`config.mk`:
```
export PLATFORM = sky130hd
export DESIGN_NAME = tcb_lite_peri_gpio_filter_flat
export DESIGN_NICKNAME = d
export VERILOG_FILES = /design/src/rtl/tcb_lite_peri_gpio_filter_pkg.sv /design/src/rtl/tcb_lite_peri_gpio_filter_if.sv /design/src/rtl/tcb_lite_peri_gpio_filter_sync.sv /design/src/rtl/tcb_lite_peri_gpio_filter.sv /design/src/flat_wrapper.sv
export SDC_FILE = /design/constraint.sdc
export NUM_CORES = 1
export LEC_CHECK = 0
export BUFFER_PORTS_ARGS = -buffer_cell sky130_fd_sc_hd__buf_2
export CORE_MARGIN = 3
export CORE_UTILIZATION = 40
export DETAILED_ROUTE_END_ITERATION = 10
export MAX_ROUTING_LAYER = met4
export PLACE_DENSITY = 0.55
export SYNTH_ARGS = -nofsm -noshare
export SYNTH_HDL_FRONTEND = slang
export SYNTH_SLANG_ARGS = --single-unit
```
`constraint.sdc`:
```
create_clock -name clk -period 13.6 [get_ports clk]
set_input_delay 2.72 -clock clk [delete_from_list [all_inputs] [get_ports clk]]
set_output_delay 2.72 -clock clk [all_outputs]
set_load 0.02 [all_outputs]
```
`src/rtl/tcb_lite_peri_gpio_filter_pkg.sv`:
```
// Shared defaults and register-block hookup type for the GPIO input filter.
package tcb_lite_peri_gpio_filter_pkg;

  localparam int unsigned GDW_DEF = 32;
  localparam int unsigned CDC_DEF = 2;
  localparam int unsigned CNW_DEF = 16;
  localparam int unsigned FLW_DEF = 4;

  typedef struct packed {
    logic [CNW_DEF-1:0] div;
    logic [FLW_DEF-1:0] len;
    logic [GDW_DEF-1:0] byp;
  } gpio_filter_cfg_t;

endpackage

```
`src/rtl/tcb_lite_peri_gpio_filter_if.sv`:
```
// Pad inputs, filter configuration and conditioned outputs of the GPIO input filter.
interface tcb_lite_peri_gpio_filter_if
  import tcb_lite_peri_gpio_filter_pkg::*;
#(
  parameter int unsigned GDW = GDW_DEF,
  parameter int unsigned CNW = CNW_DEF,
  parameter int unsigned FLW = FLW_DEF
);
  logic [GDW-1:0] gpio_a;
  logic [CNW-1:0] cfg_div;
  logic [FLW-1:0] cfg_len;
  logic [GDW-1:0] cfg_byp;
  logic [GDW-1:0] gpio_f;
  logic [GDW-1:0] evt_r;
  logic [GDW-1:0] evt_f;
  logic           tick;

  modport master (
    output gpio_a, cfg_div, cfg_len, cfg_byp,
    input  gpio_f, evt_r, evt_f, tick
  );

  modport slave (
    input  gpio_a, cfg_div, cfg_len, cfg_byp,
    output gpio_f, evt_r, evt_f, tick
  );
endinterface

```
`src/rtl/tcb_lite_peri_gpio_filter_sync.sv`:
```
// Parameterized flop-chain synchronizer; D=0 passes the input straight through.
module tcb_lite_peri_gpio_filter_sync #(
  parameter int unsigned W = 1,
  parameter int unsigned D = 2
) (
  input  logic         clk,
  input  logic         rst,
  input  logic [W-1:0] d_i,
  output logic [W-1:0] q_o
);
  if (D == 0) begin : g_pass
    logic unused_clk_rst;
    assign unused_clk_rst = clk ^ rst;
    assign q_o = d_i;
  end else begin : g_chain
    logic [W-1:0] sync_q [D];

    always_ff @(posedge clk or posedge rst) begin
      if (rst) begin
        for (int i = 0; i < int'(D); i++) sync_q[i] <= '0;
      end else begin
        sync_q[0] <= d_i;
        for (int i = 1; i < int'(D); i++) sync_q[i] <= sync_q[i-1];
      end
    end

    assign q_o = sync_q[D-1];
  end
endmodule

```
`src/rtl/tcb_lite_peri_gpio_filter.sv`:
```
// GPIO input conditioning: pad synchronizer, shared prescaler, per-bit debounce and edge events.
module tcb_lite_peri_gpio_filter
  import tcb_lite_peri_gpio_filter_pkg::*;
#(
  parameter int unsigned GDW = GDW_DEF,
  parameter int unsigned CDC = CDC_DEF,
  parameter int unsigned CNW = CNW_DEF,
  parameter int unsigned FLW = FLW_DEF
) (
  input logic                         clk,
  input logic                         rst,
  tcb_lite_peri_gpio_filter_if.slave  gpio_if
);
  logic [GDW-1:0] sync;
  logic [CNW-1:0] pcnt_q, pcnt_d;
  logic           tick_q, tick_d;
  logic [GDW-1:0] gpio_f_q, gpio_f_d;
  logic [GDW-1:0] gpio_dly_q;
  logic [FLW-1:0] fcnt_q [GDW];
  logic [FLW-1:0] fcnt_d [GDW];

  tcb_lite_peri_gpio_filter_sync #(.W(GDW), .D(CDC)) u_sync (
    .clk (clk),
    .rst (rst),
    .d_i (gpio_if.gpio_a),
    .q_o (sync)
  );

  // >= rather than == so lowering cfg_div below pcnt ticks at once instead of wrapping
  always_comb begin
    if (pcnt_q >= gpio_if.cfg_div) begin
      tick_d = 1'b1;
      pcnt_d = '0;
    end else begin
      tick_d = 1'b0;
      pcnt_d = pcnt_q + CNW'(1);
    end
  end

  always_comb begin
    gpio_f_d = gpio_f_q;
    fcnt_d   = fcnt_q;
    for (int i = 0; i < int'(GDW); i++) begin
      if (gpio_if.cfg_byp[i]) begin
        gpio_f_d[i] = sync[i];
        fcnt_d[i]   = '0;
      end else if (tick_q) begin
        if (sync[i] == gpio_f_q[i]) begin
          fcnt_d[i] = '0;
        end else if (fcnt_q[i] == gpio_if.cfg_len) begin
          gpio_f_d[i] = sync[i];
          fcnt_d[i]   = '0;
        end else begin
          fcnt_d[i] = fcnt_q[i] + FLW'(1);
        end
      end
    end
  end

  always_ff @(posedge clk or posedge rst) begin
    if (rst) begin
      pcnt_q     <= '0;
      tick_q     <= 1'b0;
      gpio_f_q   <= '0;
      gpio_dly_q <= '0;
      for (int i = 0; i < int'(GDW); i++) fcnt_q[i] <= '0;
    end else begin
      pcnt_q     <= pcnt_d;
      tick_q     <= tick_d;
      gpio_f_q   <= gpio_f_d;
      gpio_dly_q <= gpio_f_q;
      fcnt_q     <= fcnt_d;
    end
  end

  assign gpio_if.gpio_f = gpio_f_q;
  assign gpio_if.evt_r  = gpio_f_q & ~gpio_dly_q;
  assign gpio_if.evt_f  = ~gpio_f_q & gpio_dly_q;
  assign gpio_if.tick   = tick_q;
endmodule

```
`src/flat_wrapper.sv`:
```
// flat-port wrapper written by rule: the top's interface ports become plain ports
module tcb_lite_peri_gpio_filter_flat import tcb_lite_peri_gpio_filter_pkg::*;
#(
  parameter int unsigned GDW = GDW_DEF,
  parameter int unsigned CDC = CDC_DEF,
  parameter int unsigned CNW = CNW_DEF,
  parameter int unsigned FLW = FLW_DEF
)
  (clk, rst, gpio_if_gpio_a, gpio_if_cfg_div, gpio_if_cfg_len, gpio_if_cfg_byp, gpio_if_gpio_f, gpio_if_evt_r, gpio_if_evt_f, gpio_if_tick);
  tcb_lite_peri_gpio_filter_if #(.GDW(GDW), .CNW(CNW), .FLW(FLW)) gpio_if_i ();
  input logic clk;
  input logic rst;
  input wire logic [$bits(gpio_if_i.gpio_a)-1:0] gpio_if_gpio_a;
  input wire logic [$bits(gpio_if_i.cfg_div)-1:0] gpio_if_cfg_div;
  input wire logic [$bits(gpio_if_i.cfg_len)-1:0] gpio_if_cfg_len;
  input wire logic [$bits(gpio_if_i.cfg_byp)-1:0] gpio_if_cfg_byp;
  output wire logic [$bits(gpio_if_i.gpio_f)-1:0] gpio_if_gpio_f;
  output wire logic [$bits(gpio_if_i.evt_r)-1:0] gpio_if_evt_r;
  output wire logic [$bits(gpio_if_i.evt_f)-1:0] gpio_if_evt_f;
  output wire logic [$bits(gpio_if_i.tick)-1:0] gpio_if_tick;
  assign gpio_if_i.gpio_a = gpio_if_gpio_a;
  assign gpio_if_i.cfg_div = gpio_if_cfg_div;
  assign gpio_if_i.cfg_len = gpio_if_cfg_len;
  assign gpio_if_i.cfg_byp = gpio_if_cfg_byp;
  assign gpio_if_gpio_f = gpio_if_i.gpio_f;
  assign gpio_if_evt_r = gpio_if_i.evt_r;
  assign gpio_if_evt_f = gpio_if_i.evt_f;
  assign gpio_if_tick = gpio_if_i.tick;
  tcb_lite_peri_gpio_filter #(.GDW(GDW), .CDC(CDC), .CNW(CNW), .FLW(FLW)) u_core (.clk(clk), .rst(rst), .gpio_if(gpio_if_i));
endmodule
```
==> run summary <==
• **Seq/Total Area, Yosys** 0.495
• **Mapped Nets** 1416
• **Worst VDD drop** 0.0000738 V
• **area added between synthesis and finish** 18.8%
• **result of the run** finished clean
• **post-CTS sizing** 0
• **core footprint** 33800 sq um
• **data required time of the critical path** 13.97 ns
• **ratio of cells with drive above 1 in the final layout** 0.229
• **routed wire length** 29000 um
• **all-layer global routing usage** 0.165
• **pin count of the biggest net entering global routing** 180
• **total of max-cap violations** 0
• **floorplan die area** 36800 sq um
• **CTS hold repair buffers** 0
• **slew at the pin closest to its max-slew limit** 1.12 ns
• **maximum level of the CTS H-tree** 2
• **count of filler cells inserted in the layout** 3108
• **FF+latch area** 6840 sq um
• **total vias in the final route** 9946
• **number of antenna violations at the first check in global routing** 3
• **standard-cell row count** 67
• **DR vias/cell** 5.11
• **clock tree from TritonCTS** built
• **biggest fanout along the worst timing path** 32
• **Top Metal Used** met4
• **Post-Route Skew** 0.0150 ns
• **boundary pin count** 183
• **total power divided by cell area** 136 nW/um^2
• **leakage power** 7.80 nW
• **sum of routed wire segments on met1** 13600 um
• **area taken by multi-input logic gates** 6740 sq um
• **type of the worst setup path** in2reg
• **flops & latches, synth** 273
• **maximum buffer depth of the clock tree** 3
• **detailed-router iteration count before antenna repair** 4
• **total power** 2.23 mW
• **WP data arrival** 4.70 ns
• **number of global-route vias before repair** 9782
• **Clk pin slew, worst setup/hold paths** 0.06 ns
• **hold violation total from the final report** 0
• **clock insertion delay at the later pin of the skew report** 0.50 ns
• **Starting DRT DRC Count** 421
• **master cell of the clock root buffer** clkbuf_16
• **class of the tightest hold or removal check** reg2reg
• **worst slew margin relative to its limit** 0.253
• **Mapped Area** 13800 sq um
• **Final Wtd Congestion** 0.775
• **post-layout util** 0.485
• **synthesized instance count** 1281
• **overflow left after global routing** 0
• **sum of negative setup slack** 0 ns
• **first-pass GRT wire length** 48900 um
• **element type at the critical path end** register
• **initial core utilization** 0.409
• **antenna viol nets, final** 0
• **Max Freq** 231 MHz
• **worst setup slack before clock tree synthesis** 8.74 ns
• **Final Hold Slack** 0.343 ns
• **number of slew-limit violations in the final report** 0
• **yosys warns** 0
• **most used flip-flop cell after synthesis** dfrtp_1
• **Final setup viols** 0
• **Synth cell types** 45
• **routed wirelength normalized by instance count** 14.9 um
• **setup slack after layout** 9.27 ns
• **final worst path period share** 0.318
• **Post-synth ARST share** 1.00
• **detailed-routed wire length on met3** 1600 um
• **Num CTS Buffers** 34
• **Port Buffer Count** 182
• **syn_area_per_cell** 10.8 sq um
• **Chip Width** 192 um
• **detailed-placement wirelength estimate** 18600 um
• **Vert. Die Dim** 192 um
• **detailed-route DRC error count** 0
• **Detail Route met2 WL** 13300 um
• **total setup buffers inserted after CTS** 0
• **total clock sinks** 273
• **number of enable flip-flop cells after synthesis** 0
• **post-route minimum period** 4.33 ns
• **Net count, final** 1610
• **startpoint class of the critical path** input port
• **RSZ-0062 raised after global routing** false
[cell usage in the layout, fill, tap and decap left out, types with 17 or more instances in the layout]
master / Yosys / routed
a2111oi_0: 25 / 25
a21o_1: 32 / 32
a21oi_1: 46 / 46
a22o_1: 17 / 17
a32o_1: 22 / 22
buf_2: 14 / 182
clkbuf_16: 0 / 37
dfrtp_1: 273 / 272
ha_1: 49 / 49
inv_1: 23 / 22
mux2_2: 35 / 35
nand2_1: 66 / 66
nand2b_1: 45 / 45
nand3_1: 57 / 57
nor2_1: 69 / 69
nor2b_1: 66 / 66
nor3_1: 23 / 23
nor4_1: 49 / 49
o21ai_0: 57 / 57
or2_2: 23 / 23
or3b_2: 38 / 38
xnor2_1: 57 / 57
xor2_1: 129 / 129
[layout make-up]
class / instances / share of cell area
antenna: 3 / 0.000458
tap: 448 / 0.0342
sequential: 273 / 0.417
timing repair buffer: 192 / 0.0609
clock buffer: 52 / 0.0642
clock inverter: 6 / 0.00664
inverter: 23 / 0.00572
multi-input combinational: 951 / 0.411
[sequential cells by signal, indices dropped and copies added (netlist names)]
name                          count
u_core.gpio_dly_q                32
u_core.gpio_if.gpio_f            32
u_core.u_sync.g_chain.sync_q     32
u_core.gpio_if.tick               1
u_core.fcnt_q                   128
u_core.u_sync.q_o                32
u_core.pcnt_q                    16
[cells by family after synthesis]
group                      Yosys count  share of synthesized area
and+or+nand+nor                    464                      0.190
DFF                                273                      0.495
AOI/OAI and AO/OA                  217                      0.108
xor gates and xnor gates           186                      0.118
buffers and inverters               57                     0.0168
adders and majority gates           49                     0.0444
muxes                               35                     0.0286
[cells in the mapped netlist, drive strengths merged (2+ instances only)]
library cell / instances / area (sq um)
o41ai: 2 / 17.5
nand3: 57 / 285
nand4b: 9 / 78.8
ha: 49 / 613
buf: 17 / 81.3
or3: 3 / 23.8
or4: 2 / 15.0
nor3b: 2 / 15.0
dfrtp: 273 / 6830
or3b: 38 / 333
o21bai: 2 / 15.0
a21o: 32 / 240
o211ai: 2 / 15.0
nor4b: 3 / 32.5
nor2: 69 / 259
nand2: 66 / 248
nor3: 23 / 115
mux2: 35 / 394
xor2: 129 / 1130
o21ai: 57 / 285
inv: 23 / 86.3
nand4: 7 / 50.1
clkbuf: 17 / 63.8
or2: 23 / 144
a211oi: 6 / 45.0
a2111oi: 26 / 229
nor4: 49 / 307
xnor2: 57 / 499
a21oi: 46 / 230
nor2b: 66 / 413
nand2b: 45 / 282
a32o: 22 / 220
a22o: 17 / 149
[where the power goes]
group / internal, mW / switching (mW) / leakage (nW) / total, mW
Clock: 0.588 / 0.333 / 0.571 / 0.922
Sequential: 0.877 / 0.0779 / 3.49 / 0.955
Combinational: 0.142 / 0.213 / 3.75 / 0.355
[worst max-delay path, stage by stage]
cell,delay [ns]
buf_2,0.08
buf_4,0.54
xor2_1,0.18
o41ai_1,0.76
nor4_1,0.11
a211o_1,0.29
[path summary, 6_finish.rpt]
kind | from | endpoint | slack (ns) | depth (start not counted)
max in group asynchronous | rst | u_core.u_sync.g_chain.sync_q[51] | 9.78 | 3
worst max-delay path | gpio_if_cfg_len[2] | u_core.fcnt_q[46] | 9.27 | 6
worst min register to register | u_core.u_sync.g_chain.sync_q[35] | u_core.u_sync.q_o[3] | 0.34 | 0
min in group asynchronous | rst | u_core.u_sync.g_chain.sync_q[39] | 2.30 | 2
worst max register to register | u_core.gpio_if.tick | u_core.fcnt_q[47] | 10.96 | 6
worst min-delay path | u_core.u_sync.g_chain.sync_q[35] | u_core.u_sync.q_o[3] | 0.34 | 0
[through the flow]
stage          cells  area [sq um]
2_1_floorplan   1281         13800
3_3_place_gp    1887         15200
3_5_place_dp    1887         15200
4_1_cts         1945         16400
5_1_grt         1948         16400
6_report        1948         16400
[layer usage]
layer / GRT usage / up-vias
met5: - / -
met2: 0.259 / 183
met4: 0.0409 / 0
met1: 0.220 / 4782
li1: - / 4946
met3: 0.0350 / 35
No activity file was read; power rests on OpenSTA's default activity.
